[src/rtl/washing_machine.sv]
// Washing-machine sequencer: a Moore FSM stepping through fill, wash, drain,
// rinse and spin phases of fixed cycle counts, then waiting in DONE for start
// to drop. It supports pause and door-open holds and a power-cut abort.
//
// Parameters: FILL_CYCLES, WASH_CYCLES, DRAIN_CYCLES, RINSE_CYCLES, SPIN_CYCLES
//             (phase durations in clock cycles, 1..255).
// Ports:
//   clk         rising-edge clock
//   reset       synchronous active-high reset
//   start       level; begins a cycle from IDLE, DONE waits for it to drop
//   pause       level; freezes sequencing and actuators while high
//   door_open   level; interlock, blocks start and freezes sequencing
//   power_cut   level; synchronous abort to IDLE
//   state       registered state code
//   motor, valve, drain_pump, spin_motor   actuator enables
module washing_machine #(
  parameter int unsigned FILL_CYCLES  = 5,
  parameter int unsigned WASH_CYCLES  = 10,
  parameter int unsigned DRAIN_CYCLES = 5,
  parameter int unsigned RINSE_CYCLES = 7,
  parameter int unsigned SPIN_CYCLES  = 8
) (
  input  logic       clk,
  input  logic       reset,
  input  logic       start,
  input  logic       pause,
  input  logic       door_open,
  input  logic       power_cut,
  output logic [2:0] state,
  output logic       motor,
  output logic       valve,
  output logic       drain_pump,
  output logic       spin_motor
);

  localparam logic [2:0] IDLE       = 3'd0;
  localparam logic [2:0] FILL_WATER = 3'd1;
  localparam logic [2:0] WASH       = 3'd2;
  localparam logic [2:0] DRAIN      = 3'd3;
  localparam logic [2:0] RINSE      = 3'd4;
  localparam logic [2:0] SPIN       = 3'd5;
  localparam logic [2:0] DONE       = 3'd6;

  typedef enum logic [2:0] {
    StIdle  = IDLE,
    StFill  = FILL_WATER,
    StWash  = WASH,
    StDrain = DRAIN,
    StRinse = RINSE,
    StSpin  = SPIN,
    StDone  = DONE,
    StBad   = 3'd7
  } state_e;

  state_e     state_q, state_d, next_phase;
  logic [7:0] cnt_q, cnt_d, last_cnt;
  logic       hold;

  assign hold  = pause | door_open;
  assign state = state_q;

  // Successor phase and terminal count of the current timed phase.
  always_comb begin
    next_phase = StIdle;
    last_cnt   = '0;
    case (state_q)
      StFill:  begin next_phase = StWash;  last_cnt = 8'(FILL_CYCLES - 1);  end
      StWash:  begin next_phase = StDrain; last_cnt = 8'(WASH_CYCLES - 1);  end
      StDrain: begin next_phase = StRinse; last_cnt = 8'(DRAIN_CYCLES - 1); end
      StRinse: begin next_phase = StSpin;  last_cnt = 8'(RINSE_CYCLES - 1); end
      StSpin:  begin next_phase = StDone;  last_cnt = 8'(SPIN_CYCLES - 1);  end
      default: ;
    endcase
  end

  always_comb begin
    state_d = state_q;
    cnt_d   = cnt_q;
    if (power_cut) begin
      state_d = StIdle;
      cnt_d   = '0;
    end else begin
      case (state_q)
        StIdle: begin
          cnt_d = '0;
          if (start && !door_open) state_d = StFill;
        end
        StFill, StWash, StDrain, StRinse, StSpin: begin
          // Hold keeps both state and count so the phase resumes where it left off.
          if (!hold) begin
            if (cnt_q == last_cnt) begin
              state_d = next_phase;
              cnt_d   = '0;
            end else begin
              cnt_d = cnt_q + 8'd1;
            end
          end
        end
        StDone: begin
          cnt_d = '0;
          if (!start) state_d = StIdle;
        end
        default: begin
          state_d = StIdle;
          cnt_d   = '0;
        end
      endcase
    end
  end

  always_ff @(posedge clk) begin
    if (reset) begin
      state_q <= StIdle;
      cnt_q   <= '0;
    end else begin
      state_q <= state_d;
      cnt_q   <= cnt_d;
    end
  end

  // Moore decode, gated combinationally so a hold kills actuators immediately.
  always_comb begin
    motor      = 1'b0;
    valve      = 1'b0;
    drain_pump = 1'b0;
    spin_motor = 1'b0;
    if (!hold) begin
      case (state_q)
        StFill:  valve = 1'b1;
        StWash:  motor = 1'b1;
        StDrain: drain_pump = 1'b1;
        StRinse: begin valve = 1'b1; motor = 1'b1; end
        StSpin:  begin spin_motor = 1'b1; drain_pump = 1'b1; end
        default: ;
      endcase
    end
  end

endmodule

[config.mk]
export PLATFORM = sky130hd
export DESIGN_NAME = washing_machine
export DESIGN_NICKNAME = d
export VERILOG_FILES = /design/src/rtl/washing_machine.sv
export SDC_FILE = /design/constraint.sdc
export NUM_CORES = 1
export LEC_CHECK = 0
export BUFFER_PORTS_ARGS = -buffer_cell sky130_fd_sc_hd__buf_2
export CORE_UTILIZATION = 52
export DETAILED_ROUTE_END_ITERATION = 10
export GPL_ROUTABILITY_DRIVEN = 1
export PLACE_DENSITY = 0.84
export SLEW_MARGIN = 15
export SYNTH_ARGS = -nofsm -noshare
export SYNTH_HDL_FRONTEND = slang
export SYNTH_SLANG_ARGS = --single-unit
[constraint.sdc]
create_clock -name clk -period 1.9 [get_ports clk]
set_input_delay 0.19 -clock clk [delete_from_list [all_inputs] [get_ports clk]]
set_output_delay 0.19 -clock clk [all_outputs]
set_load 0.01 [all_outputs]
==> qor.txt <==
Global Route Usage Sum - 26.6%
share of the synthesized area in the top cell type - 32.1%
Post-Synth XOR/XNOR Area - 14.1%
Root Driver - clkbuf_4
max_cap viols - 0
port buffer count - 12
cell area after placement - 802 µm²
clk_lat worst skew - 0.26 ns
post-synthesis mux area share - 0%
Setup crit start kind - flop
grt total ovfl - 0
final instance area - 836 µm²
DP HPWL - 1170 µm
Cell Pwr Density - 510 nW/µm²
DR WL/cell - 13.2 µm
Avg Inst Size Synth - 8.07 µm²
total length of routed wires - 1570 µm
top cell type by total area after synthesis - dfxtp_1
Vias per Instance - 5.52
I/O pin total - 13
Hold Crit Class - primary input to flop
die height - 38.3 µm
Final Max Slew Viols - 0
top-count cell post-synth - nor2_1
worst-case clock skew - 0.00307 ns
RSZ-0062 raised after global routing - true
synth unique cells - 30
period utilization - 96.4%
status - finished clean
Post-route DRC - 0
post-synth net total - 92
largest net degree at the start of global routing - 10
largest family of logic cells by synthesized area - simple AND/OR/NAND/NOR gates
H-tree depth - 1
Via Count - 657
post-route ant nets - 0
first-pass GRT wire length - 2620 µm
die width - 38.3 µm
Synth Instances - 85
Async S/R FF share, synth - 0%
YS warnings - 0
hold buffer count at CTS - 0
CP Max Fanout - 6
Inst Count DP - 115
final hold violation count - 0
Rel. slew slack - 78.5%
Peak Freq - 0.546 GHz
complex-gate fraction of the synthesized area - 15.1%
critical path type - flop to flop
Final Instance Count excl. Fillers - 119
Post-synth EDFFs - 0
post-synthesis adder-cell area fraction - 1.82%
Yosys reg bits - 11
Area Overhead vs Synth - 21.9%
CTS Buf Count - 3
Final Setup Violations - 0
vias in the first global route - 603
Synth Area in Simple Gates - 34.3%
post-layout min period - 1.83 ns
first drt pass iteration count - 4
synth cell count leaders - 12 x nor2_1, 11 x dfxtp_1, 9 x nand2_1
initial antenna violation count - 0
worst slew pin tran - 0.321 ns
Initial Util - 58.5%
share of layout cells above drive strength 1 - 26.7%
FP Rows - 12
ranking of synthesized cells by area - dfxtp_1 32%, xor2_1 10%, nor2_1 6.6%
DRT iter0 DRCs - 11
maximum VDD drop - 0.497 mV
Bufs on Longest Clock Path - 2
cell area after synthesis - 686 µm²
Seq/Total Area, Yosys - 32.1%
die area - 1470 µm²
Critical Path RT - 2.05 ns
nets - 113
clk slew on worst S/H paths - 0.06 ns
CTS tree - yes
dominant synthesized flop cell - dfxtp_1
CTS Sinks - 11
core region area - 1170 µm²
diodes inserted - 0
WP data arrival - 1.99 ns
CP Capture Type - flop
gpl congestion - 0.802
leakage - 0.363 nW
[critical path: stages, from the launching register on]
cell and delay (ns):
dfxtp_1 0.33, and3b_1 0.20, or3_4 0.38, a211oi_4 0.36, a21boi_0 0.16, o31a_1 0.28
[final cells by class]
class                      instances  area (µm²)
tap                               14        17.5
sequential                        11         221
fill                             107         335
clock buffer                       4        26.3
inverter                           1        3.75
multi-input combinational         70         454
timing repair buffer              19         113
[where the power goes]
group | leakage, nW | internal [mW] | switching [mW]
Sequential | 0.0892 | 0.232 | 0.00112
Combinational | 0.259 | 0.0174 | 0.0207
Clock | 0.0150 | 0.0812 | 0.0746
Total | 0.363 | 0.330 | 0.0964
[final timing paths]
path / start / endpoint / slack [ns] / depth (start not counted)
worst max-delay path: state[0] / state[1] / 0.07 / 5
worst min register to register: cnt_q[7] / cnt_q[7] / 0.53 / 2
worst min-delay path: reset / state[1] / 0.18 / 3
worst max register to register: state[0] / state[1] / 0.07 / 5
[placed cells by master, fill, tap and decap left out, drive strengths merged, types with 2 or more instances in the layout]
cell / instances
a211oi: 2
a21boi: 2
a21oi: 2
and3: 3
buf: 19
clkbuf: 4
dfxtp: 11
nand2: 9
nand4: 5
nor2: 12
nor2b: 2
nor3: 2
nor4: 2
o21ai: 5
o31a: 2
xnor2: 3
xor2: 8
[through the flow]
step / power [mW] / hold WS (ns) / util (%) / setup TNS [ns] / setup slack [ns]
2_1_floorplan: 0.259 / 0.362 / - / 0 / 0.162
3_3_place_gp: 0.274 / 0.459 / 68.5 / 0 / 0.179
3_5_place_dp: 0.274 / 0.459 / 68.5 / 0 / 0.130
4_1_cts: 0.430 / 0.176 / 70.7 / 0 / 0.0994
5_1_grt: 0.452 / 0.170 / 71.4 / -0.0511 / -0.0505
6_report: 0.427 / 0.181 / 71.4 / 0 / 0.0686
[repair_timing]
item                       CTS  global route
resized for setup            0             3
setup endpoints to repair    0             2
buffers inserted             0             0
[kinds of logic after synthesis]
family | Yosys count
AOI/OAI and AO/OA | 14
xor gates and xnor gates | 11
DFF | 11
and+or+nand+nor | 44
adders and majority gates | 1
buffers and inverters | 4
[sequential cells by signal, indices dropped and copies added, names as in the netlist]
register and cells:
cnt_q 8, state 3
[per-layer routing]
layer	track usage (%)	wire length [µm]	up-vias	share of wire, %
li1	-	-	339	-
met1	29.6	675	300	43
met2	47.0	831	16	53
met3	6.98	55	2	3.5
met4	10.7	8	0	0.51
met5	0	0	-	0
(Power assumes the default switching activity.)
